[src/rtl/div16_seq_pkg.sv]
// Shared definitions for the sequential divider: operand width, counter width and FSM encoding.
package div16_seq_pkg;

    localparam int unsigned DIV_WIDTH = 16;
    localparam int unsigned CNT_W     = $clog2(DIV_WIDTH + 1);

    typedef enum logic [1:0] {
        StIdle = 2'd0,
        StRun  = 2'd1,
        StDone = 2'd2
    } state_e;

endpackage

[src/rtl/div16_seq_if.sv]
// Start/done handshake and operand/result bundle between a requester and the divider.
interface div16_seq_if #(
    parameter int unsigned WIDTH = div16_seq_pkg::DIV_WIDTH
) ();

    logic             start;
    logic [WIDTH-1:0] dividend;
    logic [WIDTH-1:0] divisor;
    logic             busy;
    logic             done;
    logic [WIDTH-1:0] quotient;
    logic [WIDTH-1:0] remainder;
    logic             div_by_zero;

    modport master (
        output start, dividend, divisor,
        input  busy, done, quotient, remainder, div_by_zero
    );

    modport slave (
        input  start, dividend, divisor,
        output busy, done, quotient, remainder, div_by_zero
    );

endinterface

[src/rtl/div16_seq_sub_trial.sv]
// Combinational trial subtract a - b via a + ~b + 1; the MSB of the result is the borrow.
module sub_trial
    import div16_seq_pkg::*;
#(
    parameter int unsigned W = DIV_WIDTH + 1
) (
    input  logic [W-1:0] i_a,
    input  logic [W-1:0] i_b,
    output logic [W-2:0] o_diff,
    output logic         o_borrow
);

    logic [W-1:0] w_t;

    // Callers keep a < 2*b, so the W-bit result never wraps and its MSB is a true sign bit.
    assign w_t      = i_a + ~i_b + W'(1);
    assign o_diff   = w_t[W-2:0];
    assign o_borrow = w_t[W-1];

endmodule

[src/rtl/div16_seq.sv]
// Restoring shift-and-subtract unsigned divider, one quotient bit per clock, start/done handshake.
module div16_seq
    import div16_seq_pkg::*;
(
    input logic        clk,
    input logic        reset,
    div16_seq_if.slave bus
);

    localparam int unsigned WIDTH = DIV_WIDTH;

    state_e           r_state;
    state_e           w_state_nxt;
    logic [WIDTH-1:0] r_rem;
    logic [WIDTH-1:0] r_quo;
    logic [WIDTH-1:0] r_divisor;
    logic [CNT_W-1:0] r_cnt;
    logic [WIDTH-1:0] r_quotient;
    logic [WIDTH-1:0] r_remainder;
    logic             r_dbz;

    logic [WIDTH:0]   w_shift;
    logic [WIDTH-1:0] w_diff;
    logic             w_borrow;
    logic [WIDTH-1:0] w_rem_nxt;
    logic [WIDTH-1:0] w_quo_nxt;
    logic             w_last;

    assign w_shift = {r_rem, r_quo[WIDTH-1]};

    sub_trial #(
        .W(WIDTH + 1)
    ) u_trial (
        .i_a     (w_shift),
        .i_b     ({1'b0, r_divisor}),
        .o_diff  (w_diff),
        .o_borrow(w_borrow)
    );

    assign w_quo_nxt = {r_quo[WIDTH-2:0], ~w_borrow};
    assign w_rem_nxt = w_borrow ? w_shift[WIDTH-1:0] : w_diff;
    assign w_last    = (r_cnt == CNT_W'(1));

    always_comb begin
        w_state_nxt = r_state;
        unique case (r_state)
            StIdle: begin
                if (bus.start) begin
                    w_state_nxt = (bus.divisor != '0) ? StRun : StDone;
                end
            end
            StRun: begin
                if (w_last) begin
                    w_state_nxt = StDone;
                end
            end
            StDone:  w_state_nxt = StIdle;
            default: w_state_nxt = StIdle;
        endcase
    end

    always_ff @(posedge clk or posedge reset) begin
        if (reset) begin
            r_state <= StIdle;
        end else begin
            r_state <= w_state_nxt;
        end
    end

    // Result registers load on the edge entering DONE so they are valid alongside done.
    always_ff @(posedge clk or posedge reset) begin
        if (reset) begin
            r_rem       <= '0;
            r_quo       <= '0;
            r_divisor   <= '0;
            r_cnt       <= '0;
            r_quotient  <= '0;
            r_remainder <= '0;
            r_dbz       <= 1'b0;
        end else begin
            unique case (r_state)
                StIdle: begin
                    if (bus.start) begin
                        if (bus.divisor != '0) begin
                            r_divisor <= bus.divisor;
                            r_rem     <= '0;
                            r_quo     <= bus.dividend;
                            r_cnt     <= CNT_W'(WIDTH);
                        end else begin
                            r_quotient  <= '1;
                            r_remainder <= bus.dividend;
                            r_dbz       <= 1'b1;
                        end
                    end
                end
                StRun: begin
                    r_quo <= w_quo_nxt;
                    r_rem <= w_rem_nxt;
                    r_cnt <= r_cnt - CNT_W'(1);
                    if (w_last) begin
                        r_quotient  <= w_quo_nxt;
                        r_remainder <= w_rem_nxt;
                        r_dbz       <= 1'b0;
                    end
                end
                default: ;
            endcase
        end
    end

    assign bus.busy        = (r_state == StRun);
    assign bus.done        = (r_state == StDone);
    assign bus.quotient    = r_quotient;
    assign bus.remainder   = r_remainder;
    assign bus.div_by_zero = r_dbz;

endmodule
[src/flat_wrapper.sv]
// flat-port wrapper written by rule: the top's interface ports become plain ports
module div16_seq_flat import div16_seq_pkg::*;
  (clk, reset, bus_start, bus_dividend, bus_divisor, bus_busy, bus_done, bus_quotient, bus_remainder, bus_div_by_zero);
  div16_seq_if bus_i ();
  input logic clk;
  input logic reset;
  input wire logic [$bits(bus_i.start)-1:0] bus_start;
  input wire logic [$bits(bus_i.dividend)-1:0] bus_dividend;
  input wire logic [$bits(bus_i.divisor)-1:0] bus_divisor;
  output wire logic [$bits(bus_i.busy)-1:0] bus_busy;
  output wire logic [$bits(bus_i.done)-1:0] bus_done;
  output wire logic [$bits(bus_i.quotient)-1:0] bus_quotient;
  output wire logic [$bits(bus_i.remainder)-1:0] bus_remainder;
  output wire logic [$bits(bus_i.div_by_zero)-1:0] bus_div_by_zero;
  assign bus_i.start = bus_start;
  assign bus_i.dividend = bus_dividend;
  assign bus_i.divisor = bus_divisor;
  assign bus_busy = bus_i.busy;
  assign bus_done = bus_i.done;
  assign bus_quotient = bus_i.quotient;
  assign bus_remainder = bus_i.remainder;
  assign bus_div_by_zero = bus_i.div_by_zero;
  div16_seq u_core (.clk(clk), .reset(reset), .bus(bus_i));
endmodule
[config.mk]
export PLATFORM = sky130hd
export DESIGN_NAME = div16_seq_flat
export DESIGN_NICKNAME = d
export VERILOG_FILES = /design/src/rtl/div16_seq_pkg.sv /design/src/rtl/div16_seq_if.sv /design/src/rtl/div16_seq_sub_trial.sv /design/src/rtl/div16_seq.sv /design/src/flat_wrapper.sv
export SDC_FILE = /design/constraint.sdc
export NUM_CORES = 1
export LEC_CHECK = 0
export ABC_AREA = 1
export BUFFER_PORTS_ARGS = -buffer_cell sky130_fd_sc_hd__buf_2
export CAP_MARGIN = 20
export CORE_MARGIN = 10
export CORE_UTILIZATION = 53
export CTS_BUF_LIST = sky130_fd_sc_hd__clkbuf_16
export DETAILED_ROUTE_END_ITERATION = 12
export GPL_ROUTABILITY_DRIVEN = 0
export PLACE_DENSITY = 0.84
export SKIP_LAST_GASP = 1
export SLEW_MARGIN = 20
export SYNTH_ARGS = -nofsm -noshare
export SYNTH_HDL_FRONTEND = slang
export SYNTH_SLANG_ARGS = --single-unit
export TNS_END_PERCENT = 10
[constraint.sdc]
create_clock -name clk -period 2.3 [get_ports clk]
set_input_delay 0.115 -clock clk [delete_from_list [all_inputs] [get_ports clk]]
set_output_delay 0.115 -clock clk [all_outputs]
set_load 0.01 [all_outputs]
==> metrics.log, run 1 <==
INFO  metric clkSlewWorstSetupHoldPaths = 0.07 ns
INFO  metric drv_slew = 0
INFO  metric register_area_share_after_synthesis = between 40% and 50%
INFO  metric cp_data_required_time = 2.58 ns
INFO  metric final.hold.worst_slack = 0.00149 ns
INFO  metric leakagePower = between 3 and 4 nW
INFO  metric n_antenna_cell = 0
INFO  metric postSynthAreaPerCell = 7.65 um^2
INFO  metric max-vdd-ir-drop = 892 uV
INFO  metric rows = 36
INFO  metric power.total = 10.8 mW
INFO  metric synth_async_sr_flop_share = 100%
INFO  metric place.detailed.hpwl = 10.3 mm
INFO  metric finalCoreUtilization = 65.2%
INFO  metric drt_pass1_iterations = 6
INFO  metric pin_count_of_the_biggest_net_entering_global_routing = 54
INFO  metric mappedNetlistNets = roughly 740
INFO  metric cts_tree = done
INFO  metric drt_first_iter_violations = 550
INFO  metric hold_viol_final = 0
INFO  metric layout_min_cycle_time = 2.28 ns
INFO  metric power.density_cell_area = between 1500 and 2000 nW/um^2
INFO  metric slew_headroom = 49.5%
INFO  metric wl_met3 = 1.12 mm
INFO  metric clk-insertion-delay-late = 0.34 ns
INFO  metric routed-via-count = 4973
INFO  metric worst_slew_pin_slew = 0.757 ns
INFO  metric buffer_type_at_the_clock_tree_root = clkbuf_16
INFO  metric cts_buffers = 9
INFO  metric wl_met1 = 5.90 mm
INFO  metric final_min_period_over_clock_period = 99.2%
INFO  metric dieHeight = 120 um
INFO  metric chipWidth = between 100 and 150 um
INFO  metric grt_usage = 19.0%
INFO  metric synth_top_cell_by_area = dfrtp_1
INFO  metric cts_buffer_depth = 2
INFO  metric run_status = finished clean
INFO  metric grt_pass1_wl = 22.4 mm
INFO  metric finalWirelength = roughly 15 mm
INFO  metric synth_cells = 687
INFO  metric floorplan.initialDensity = 54.0%
INFO  metric critical_path.max_fanout = 5
INFO  metric drive_above_1_share = between 20% and 30%
INFO  metric h-tree-depth = 3
INFO  metric min_path_type = input port to flip-flop
INFO  metric postRouteAntennaNets = 0
INFO  metric place_worst_setup_slack = 0.0121 ns
INFO  metric tritoncts_num_sinks = between 80 and 90
INFO  metric startpoint_type = flip-flop
INFO  metric grt-ovfl-total = 0
INFO  metric synth_warnings = 0
INFO  metric area_delta_synth_final = 20.8%
INFO  metric layout_setup_ws = between 0.015 and 0.02 ns
INFO  metric synth.top_cell.area_share = 41.9%
INFO  metric crit_type = flip-flop to flip-flop
INFO  metric maxCapViolCount = 0
INFO  metric synth.top_cells.by_count = 177 x nand2_1, 102 x inv_1, 88 x dfrtp_1, 58 x nand3_1, 41 x nor2_1
INFO  metric placement.io_buffers = between 60 and 70
INFO  metric antenna_found_initial = 0
INFO  metric routedWlPerCell = 17.0 um
INFO  metric fp.dieArea = approximately 14000 um^2
INFO  metric yosysUniqueCellTypes = 34
INFO  metric most_repeated_cell_in_the_gate_level_netlist_after_synthesis = nand2_1
INFO  metric arrival = 2.56 ns
INFO  metric postSynthRegisterBits = 88
INFO  metric netlist_top_cells_area = dfrtp_1 42%, nand2_1 13%, inv_1 7.3%
INFO  metric synthesis.area = 5250 um^2
INFO  metric top_signal_layer_used = met4
INFO  metric met2_length = roughly 7.6 mm
INFO  metric via_density_per_instance = roughly 5.6
INFO  metric grt_pass1_vias = about 4700
INFO  metric report.final.setup_viol = 0
INFO  metric synth-edff-count = 0
INFO  metric pin_count = 70
INFO  metric final_nets = 812
INFO  metric setup.worst_path.end_class = flip-flop
INFO  metric drc = 0
INFO  metric floorplan.core_area = slightly below 10000 um^2
INFO  metric clock.fmax = 0.438 GHz
INFO  metric layout_skew = 0.00770 ns
INFO  metric finalSetupTns = 0 ns
INFO  metric synth-main-ff-cell = dfrtp_1
-- sequential cells by signal, summed over array words and instances, names as in the netlist --
register,cells
u_core.bus.quotient,16
u_core.r_rem,16
u_core.r_state,2
u_core.r_cnt,5
u_core.bus.remainder,16
u_core.bus.div_by_zero,1
u_core.r_divisor,16
u_core.r_quo,16
-- where the power goes --
group	switching, mW	internal (mW)	leakage [nW]	total, mW
sequential	0.392	2.24	1.04	2.63
clock	0.644	0.954	0.149	1.60
combinational	4.40	2.14	1.95	6.54
-- final timing paths --
| kind | from | slack, ns | cells past startpoint | endpoint |
|---|---|---|---|---|
| min | bus_divisor[8] | 0.001 | 3 | u_core.r_divisor[8] |
| min reg2reg | u_core.bus.div_by_zero | 0.51 | 2 | u_core.bus.div_by_zero |
| min in group asynchronous | reset | 0.28 | 3 | u_core.bus.quotient[8] |
| max in group asynchronous | reset | 1.42 | 4 | u_core.r_divisor[7] |
| max | u_core.r_quo[15] | 0.02 | 15 | u_core.bus.remainder[8] |
| max reg2reg | u_core.r_quo[15] | 0.02 | 15 | u_core.bus.remainder[8] |
-- timing repair --
| action | CTS | global route |
|---|---|---|
| hold endpoints to repair | 12 | 0 |
| cloned | 0 | 4 |
| endpoints found under the setup margin | 5 | 33 |
| gates resized for setup | 0 | 46 |
| setup buffers | 0 | 2 |
| hold buffers | 1 | 0 |
| pin swaps | 1 | 17 |
-- area by class of cell --
cell class,count,area [um^2]
clock buffer,9,225
clock inverter,6,92.6
fill,774,3380
inverter,108,409
multi-input combinational,469,2790
sequential,88,2200
tap,133,166
timing repair buffer,82,458
-- cells in the final DEF, fill, tap and decap left out, types with 16 or more instances in the layout --
| cell type | Yosys | routed |
|---|---|---|
| dfrtp_1 | 88 | 87 |
| a31oi_1 | 16 | 16 |
| nand3_1 | 58 | 46 |
| nand3_2 | 25 | 27 |
| buf_2 | 12 | 69 |
| a21oi_1 | 27 | 27 |
| nand2_1 | 177 | 175 |
| inv_1 | 102 | 99 |
| o21ai_0 | 34 | 34 |
| nor2_1 | 41 | 40 |
-- logic make-up (layout without fill, tap and decap cells) --
logic type,after synthesis,in the layout,share of synthesized area (%)
XOR/XNOR,7,7,1.17
flip-flops,88,88,41.9
AND/OR/NAND/NOR,341,345,31.3
AO/OA/AOI/OAI,98,98,10.3
buffers and inverters,134,205,10.6
adder cells (fa/ha/maj),19,19,4.67
-- critical path: stages (launching register included) --
cell and delay [ns]:
dfrtp_1 0.40, inv_2 0.07, ha_2 0.16, inv_2 0.06, fa_2 0.37, nand2_2 0.09
nand2_2 0.08, nand3_4 0.10, nand2_4 0.07, nand2_8 0.11, nand3_4 0.19, nand2_8 0.17
nand3_4 0.08, nand3_1 0.12, nand2_1 0.09, inv_1 0.08
-- per-stage QoR --
step / cell area (um^2) / instances
global route: 6350 / 895
global placement: 5710 / 873
detailed placement: 5710 / 873
floorplan: 5260 / 687
CTS: 6030 / 889
finish: 6350 / 895
-- layer usage --
layer  GRT usage [%]  vias to the layer above
met2            32.0                      254
met3            3.33                       58
met5               0                        -
met1            22.9                     2330
li1                -                     2331
met4            9.73                        0
Power figures use the tool's default switching activity.
==> run 2, diff against run 1 <==
--- a/config.mk
+++ b/config.mk
@@ -13,7 +13,7 @@
 export CTS_BUF_LIST = sky130_fd_sc_hd__clkbuf_16
 export DETAILED_ROUTE_END_ITERATION = 12
 export GPL_ROUTABILITY_DRIVEN = 0
-export PLACE_DENSITY = 0.84
+export PLACE_DENSITY = 0.77
 export SKIP_LAST_GASP = 1
 export SLEW_MARGIN = 20
 export SYNTH_ARGS = -nofsm -noshare
==> metrics.log, run 2 (synthesis results as in run 1) <==
INFO  metric run_status = finished clean
INFO  metric min_path_type = input port to flip-flop
INFO  metric place.detailed.hpwl = 9.94 mm (-3.3%)
INFO  metric drt_pass1_iterations = 6 (unchanged)
INFO  metric place_worst_setup_slack = -0.00284 ns (-0.0149 ns)
INFO  metric p_switching = 4.96 mW (-8.7%)
INFO  metric pin_count = 70 (unchanged)
INFO  metric maxCapViolCount = 0 (unchanged)
INFO  metric power.density_cell_area = 1620 nW/um^2 (-4.3%)
INFO  metric int_power = 5.10 mW (-4.3%)
INFO  metric floorplan.initialDensity = 54.0% (unchanged)
INFO  metric cts_tree = done
INFO  metric placed_cell_areas = 5710 um^2 (about the same)
INFO  metric drv_slew = 0 (unchanged)
INFO  metric critical_path.max_fanout = 5 (unchanged)
INFO  metric leakagePower = 3.15 nW (about the same)
INFO  metric share_clk_of_total_power = 14.6% (-0.2 points)
INFO  metric grtUsageMet2 = 30.7% (-1.3 points)
INFO  metric hold_viol_final = 0 (unchanged)
INFO  metric grtUsageMet3 = 4.03% (+0.70 points)
INFO  metric netSwitchingFraction = 49.3% (-1.2 points)
INFO  metric rows = 36 (unchanged)
INFO  metric setup.worst_path.end_class = flip-flop
INFO  metric arrival = 2.52 ns (-0.04 ns)
INFO  metric busiest_layer = met2
INFO  metric max-vdd-ir-drop = 1420 uV (+60%)
INFO  metric power.combinational.fraction = 59.4% (-1.3 points)
INFO  metric power.total = 10.1 mW (-6.5%)
INFO  metric fillers = 824 (+6.5%)
INFO  metric tritoncts_num_sinks = 88 (unchanged)
INFO  metric report.final.setup_viol = 0 (unchanged)
INFO  metric layout_skew = 0.0115 ns (+0.00376 ns)
INFO  metric buffer_type_at_the_clock_tree_root = clkbuf_16
INFO  metric clkSlewWorstSetupHoldPaths = 0.06 ns (about the same)
INFO  metric area_delta_synth_final = 18.0%
INFO  metric dieHeight = 120 um (unchanged)
INFO  metric layout.cells.non_filler = 893 (-0.22%)
INFO  metric layout_min_cycle_time = 2.24 ns (-0.0419 ns)
INFO  metric finalSetupTns = 0 ns (unchanged)
INFO  metric finalWirelength = 13.9 mm (-8.7%)
INFO  metric clk-insertion-delay-late = 0.35 ns (about the same)
INFO  metric final_min_period_over_clock_period = 97.4% (-1.8 points)
INFO  metric postRouteAntennaNets = 0 (unchanged)
INFO  metric grt_usage = 18.6% (-0.37 points)
INFO  metric commonest_cells_after_routing_fill_and_taps_aside = 177 x nand2_1, 100 x inv_1, 88 x dfrtp_1, 69 x buf_2, 51 x nand3_1
INFO  metric drt_first_iter_violations = 399 (-27%)
INFO  metric share_seq_of_total_power = 26.0% (+1.6 points)
INFO  metric via_density_per_instance = 5.35 (-3.7%)
INFO  metric layout.cell_area.non_filler = 6200 um^2 (-2.3%)
INFO  metric layout_setup_ws = 0.0595 ns (+0.0419 ns)
INFO  metric grt-ovfl-total = 0 (unchanged)
INFO  metric chipWidth = 120 um (unchanged)
INFO  metric antenna_found_initial = 0 (unchanged)
INFO  metric layout.cells.most_common = nand2_1
INFO  metric grt_pass1_wl = 21.9 mm (-2.2%)
INFO  metric routed-via-count = 4776 (-4.0%)
INFO  metric worst_slew_pin_slew = 0.671 ns (-0.0862 ns)
INFO  metric cp_data_required_time = 2.58 ns (about the same)
INFO  metric crit_type = flip-flop to flip-flop
INFO  metric final_nets = 809 (-0.37%)
INFO  metric drive_above_1_share = 20.8% (-2.2 points)
INFO  metric h-tree-depth = 3 (unchanged)
INFO  metric pin_count_of_the_biggest_net_entering_global_routing = 52 (-3.7%)
INFO  metric fp.dieArea = 14300 um^2 (unchanged)
INFO  metric drc = 0 (unchanged)
INFO  metric floorplan.core_area = 9730 um^2 (unchanged)
INFO  metric startpoint_type = flip-flop
INFO  metric grt_pass1_vias = 4529 (-3.0%)
INFO  metric cts_buffer_depth = 2 (unchanged)
INFO  metric slew_headroom = 55.3% (+5.7 points)
INFO  metric use_met1 = 23.6% (+0.71 points)
INFO  metric routedWlPerCell = 15.6 um (-8.5%)
INFO  metric clock.fmax = 0.446 GHz (+1.9%)
INFO  metric dpl.cell_count = 870 (-0.34%)
INFO  metric n_antenna_cell = 0 (unchanged)
INFO  metric grt_setup_unrepaired = true
INFO  metric cts_buffers = 9 (unchanged)
INFO  metric placement.io_buffers = 69 (unchanged)
==> run 2: cell count changes in the layout (fill, tap and decap cells not counted), moves of 2 or more <==
cell	previous run	this run
nand3_4	10	3
buf_4	11	5
nand3_1	46	51
ha_1	14	17
buf_12	1	3
clkinv_2	0	2
clkinvlp_4	3	1
dlygate4sd3_1	1	3
ha_2	3	1
nand2_1	175	177
nand2_8	8	6
nand3_2	27	29
==> run 2: critical path, cell delays in order (launching register included) <==
cell and delay, ns:
dfrtp_1 0.40, inv_2 0.07, ha_2 0.17, inv_2 0.06
fa_2 0.35, nand2_1 0.08, nand2_1 0.09, nand3_2 0.09
nand2_2 0.08, nand2_4 0.14, nand3_4 0.15, nand2_4 0.16
nand3_1 0.12, nand3_1 0.12, nand2_1 0.05, inv_1 0.05
==> run 2: cell type report <==
class | count | area [um^2] | area share, %
multi-input combinational | 468 | 2650 | 42.8
inverter | 108 | 409 | 6.60
sequential | 88 | 2200 | 35.5
clock buffer | 9 | 225 | 3.63
clock inverter | 7 | 70.1 | 1.13
timing repair buffer | 80 | 473 | 7.63
tap | 133 | 166 | 2.68
==> run 2: metrics by stage <==
stage	hold WS, ns	utilization [%]
2_1_floorplan	0.232	-
3_3_place_gp	0.226	58.7
3_5_place_dp	0.237	58.7
4_1_cts	0.000788	62.1
5_1_grt	0.00898	63.7
6_report	0.00805	63.7
==> run 2: timing repair <==
action	in CTS	in global routing
gates resized for setup	0	24
pin swaps	1	8
buffers inserted	1	0
hold endpoints to repair	27	0
hold buffers	3	0
gates cloned	0	3
setup endpoints to repair	4	36
==> run 2: routing by layer <==
metal / vias to the layer above / part of all wire, %
met4: 0 / 3.0
met3: 33 / 5.1
met2: 149 / 49
li1: 2324 / -
met5: - / 0
met1: 2270 / 43
==> run 2: path summary, 6_finish.rpt <==
path / start / end / slack [ns] / cells after the start
worst max-delay path: u_core.r_quo[15] / u_core.bus.remainder[15] / 0.06 / 15
worst min-delay path: bus_divisor[12] / u_core.r_divisor[12] / 0.008 / 3
worst min register to register: u_core.r_divisor[0] / u_core.r_divisor[0] / 0.50 / 2
min in group asynchronous: reset / u_core.bus.quotient[10] / 0.40 / 3
worst max register to register: u_core.r_quo[15] / u_core.bus.remainder[15] / 0.06 / 15
max in group asynchronous: reset / u_core.r_cnt[4] / 1.31 / 4
==> run 2: power by group through the flow <==
stage | Sequential, mW | Combinational [mW] | Clock (mW)
2_1_floorplan | 2.65 | 4.19 | 0
3_3_place_gp | 2.60 | 5.33 | 0
3_5_place_dp | 2.62 | 5.47 | 0
4_1_cts | 2.60 | 5.54 | 1.49
5_1_grt | 2.68 | 6.68 | 1.56
6_report | 2.62 | 5.98 | 1.47
==> run 3, diff against run 2 <==
--- a/config.mk
+++ b/config.mk
@@ -7,13 +7,12 @@
 export LEC_CHECK = 0
 export ABC_AREA = 1
 export BUFFER_PORTS_ARGS = -buffer_cell sky130_fd_sc_hd__buf_2
-export CAP_MARGIN = 20
 export CORE_MARGIN = 10
-export CORE_UTILIZATION = 53
-export CTS_BUF_LIST = sky130_fd_sc_hd__clkbuf_16
+export CORE_UTILIZATION = 54
+export CTS_BUF_LIST = sky130_fd_sc_hd__clkbuf_2
 export DETAILED_ROUTE_END_ITERATION = 12
 export GPL_ROUTABILITY_DRIVEN = 0
-export PLACE_DENSITY = 0.77
+export PLACE_DENSITY = 0.78
 export SKIP_LAST_GASP = 1
 export SLEW_MARGIN = 20
 export SYNTH_ARGS = -nofsm -noshare
==> metrics.log, run 3 (synthesis results as in run 1) <==
INFO  metric rows = 35 (-2.8%)
INFO  metric arrival = 2.87 ns (+0.35 ns)
INFO  metric critical_path.max_fanout = 5 (unchanged)
INFO  metric setup.worst_path.end_class = flip-flop
INFO  metric drt_first_iter_violations = 516 (+29%)
INFO  metric final_min_period_over_clock_period = 103% (+5.8 points)
INFO  metric postRouteAntennaNets = 0 (unchanged)
INFO  metric worst_slew_pin_slew = 0.826 ns (+0.155 ns)
INFO  metric failing_checks = negative setup slack
INFO  metric power.density_cell_area = 1510 nW/um^2 (-7.0%)
INFO  metric clkSlewWorstSetupHoldPaths = 0.27 ns (+0.21 ns)
INFO  metric grt_pass1_wl = 23.3 mm (+6.4%)
INFO  metric placement.io_buffers = 69 (unchanged)
INFO  metric area_delta_synth_final = 22.6%
INFO  metric clock.fmax = 0.421 GHz (-5.6%)
INFO  metric wl_met3 = 1.06 mm (+50%)
INFO  metric floorplan.core_area = 9370 um^2 (-3.7%)
INFO  metric slew_headroom = 44.9% (-10 points)
INFO  metric layout_skew = 0.0350 ns (+0.0235 ns)
INFO  metric routed-via-count = 4981 (+4.3%)
INFO  metric antenna_found_initial = 1 (+1)
INFO  metric maxCapViolCount = 0 (unchanged)
INFO  metric report.final.setup_viol = 1 (+1)
INFO  metric drt_pass1_iterations = 5 (-1)
INFO  metric layout.cells.most_common = nand2_1
INFO  metric layout_min_cycle_time = 2.37 ns (+0.133 ns)
INFO  metric placed_cell_areas = 5730 um^2 (+0.35%)
INFO  metric grt-ovfl-total = 0 (unchanged)
INFO  metric buffer_type_at_the_clock_tree_root = clkbuf_2
INFO  metric pin_count = 70 (unchanged)
INFO  metric drv_slew = 0 (unchanged)
INFO  metric top_signal_layer_used = met4
INFO  metric dpl.cell_count = 871 (+0.11%)
INFO  metric cts_tree = done
INFO  metric drive_above_1_share = 21.7% (+0.88 points)
INFO  metric tritoncts_num_sinks = 88 (unchanged)
INFO  metric run_status = complete, but fails checks
INFO  metric commonest_cells_after_routing_fill_and_taps_aside = 175 x nand2_1, 99 x inv_1, 88 x dfrtp_1, 69 x buf_2, 51 x nand3_1
INFO  metric wl_met1 = 6.14 mm (+1.9%)
INFO  metric met2_length = 7.01 mm (+3.7%)
INFO  metric pin_count_of_the_biggest_net_entering_global_routing = 36 (-31%)
INFO  metric cp_data_required_time = 2.80 ns (+0.22 ns)
INFO  metric max-vdd-ir-drop = 1410 uV (-0.81%)
INFO  metric cts_buffer_depth = 2 (unchanged)
INFO  metric hold_viol_final = 0 (unchanged)
INFO  metric crit_type = flip-flop to flip-flop
INFO  metric clk-insertion-delay-late = 0.55 ns (+0.20 ns)
INFO  metric min_path_type = input port to flip-flop
INFO  metric grt_usage = 19.8% (+1.2 points)
INFO  metric cts_buffers = 9 (unchanged)
INFO  metric grt_setup_unrepaired = true
INFO  metric fp.dieArea = 14100 um^2 (-1.5%)
INFO  metric startpoint_type = flip-flop
INFO  metric layout.cells.non_filler = 934 (+4.6%)
INFO  metric layout_setup_ws = -0.0737 ns (-0.133 ns)
INFO  metric chipWidth = 119 um (-0.77%)
INFO  metric dieHeight = 119 um (-0.77%)
INFO  metric grt_pass1_vias = 4746 (+4.8%)
INFO  metric drc = 0 (unchanged)
INFO  metric floorplan.initialDensity = 56.0% (+2.1 points)
INFO  metric place.detailed.hpwl = 10.1 mm (+1.6%)
INFO  metric layout.cell_area.non_filler = 6440 um^2 (+3.9%)
INFO  metric power.total = 9.72 mW (-3.4%)
INFO  metric via_density_per_instance = 5.33 (-0.29%)
INFO  metric routedWlPerCell = 16.0 um (+2.5%)
INFO  metric leakagePower = 3.23 nW (+2.8%)
INFO  metric final_nets = 852 (+5.3%)
INFO  metric h-tree-depth = 3 (unchanged)
INFO  metric finalWirelength = 14.9 mm (+7.2%)
[run 3: cell types whose count changed in the layout (fill, tap and decap cells not counted), sizes merged]
cell,change
dlygate4sd3,+31
buf,+12
diode,+2
bufinv,-1
clkbuf,+1
clkinvlp,+1
inv,-1
[run 3: critical path, cell delays in order (launching register included)]
cell and delay (ns):
dfrtp_1 0.48, inv_2 0.10, ha_4 0.14, inv_4 0.05
fa_2 0.41, nand2_2 0.09, nand2_2 0.07, nand3_2 0.08
nand2_4 0.07, nand2_8 0.11, nand3_4 0.18, nand2_8 0.16
buf_6 0.10, nand3_2 0.10, nand3_2 0.11, nand2_1 0.05
inv_1 0.05
[run 3: routing by layer]
metal | up-vias | track usage [%]
li1 | 2405 | -
met1 | 2280 | 25.4
met2 | 233 | 31.3
met3 | 63 | 3.76
met4 | 0 | 9.77
met5 | - | 0
[run 3: final timing paths]
path | end | start | slack, ns | depth (start not counted)
setup / recovery | u_core.bus.remainder[0] | u_core.r_quo[15] | -0.07 | 16
hold / removal | u_core.r_divisor[0] | bus_start | 0.06 | 6
setup reg to reg | u_core.bus.remainder[0] | u_core.r_quo[15] | -0.07 | 16
hold reg to reg | u_core.bus.div_by_zero | u_core.bus.div_by_zero | 0.54 | 2
max in group asynchronous | u_core.r_divisor[12] | reset | 1.15 | 5
min in group asynchronous | u_core.bus.quotient[11] | reset | 0.57 | 4
[run 3: final cells by class]
class / instances / area (um^2)
tap: 129 / 161
clock buffer: 10 / 50.0
sequential: 88 / 2200
fill: 750 / 2930
multi-input combinational: 468 / 2700
timing repair buffer: 123 / 865
antenna: 2 / 5.00
inverter: 108 / 412
clock inverter: 6 / 51.3
[run 3: metrics by stage]
stage,hold slack (ns),TNS [ns],utilization (%),setup WS [ns]
global placement,0.0662,0,61.1,0.116
detailed placement,0.0685,0,61.1,0.0198
CTS,0.0566,-0.0672,65.9,-0.0211
global route,0.109,-1.07,68.7,-0.160
floorplan,0.232,0,-,0.252
finish,0.0644,-0.0737,68.7,-0.0737
[run 3: power by group]
| part | switching [mW] | total (mW) | internal (mW) |
|---|---|---|---|
| Sequential | 0.380 | 2.60 | 2.22 |
| Combinational | 4.12 | 6.38 | 2.26 |
| Clock | 0.574 | 0.736 | 0.162 |
[run 3: timing repair]
item                                    in CTS  in global routing
endpoints found under the hold margin      135                  0
gates cloned                                 0                  3
endpoints found under the setup margin       6                 33
pin swaps                                    1                 12
buffers inserted                             1                  7
gates resized for setup                      0                 33
hold buffers                                34                  0
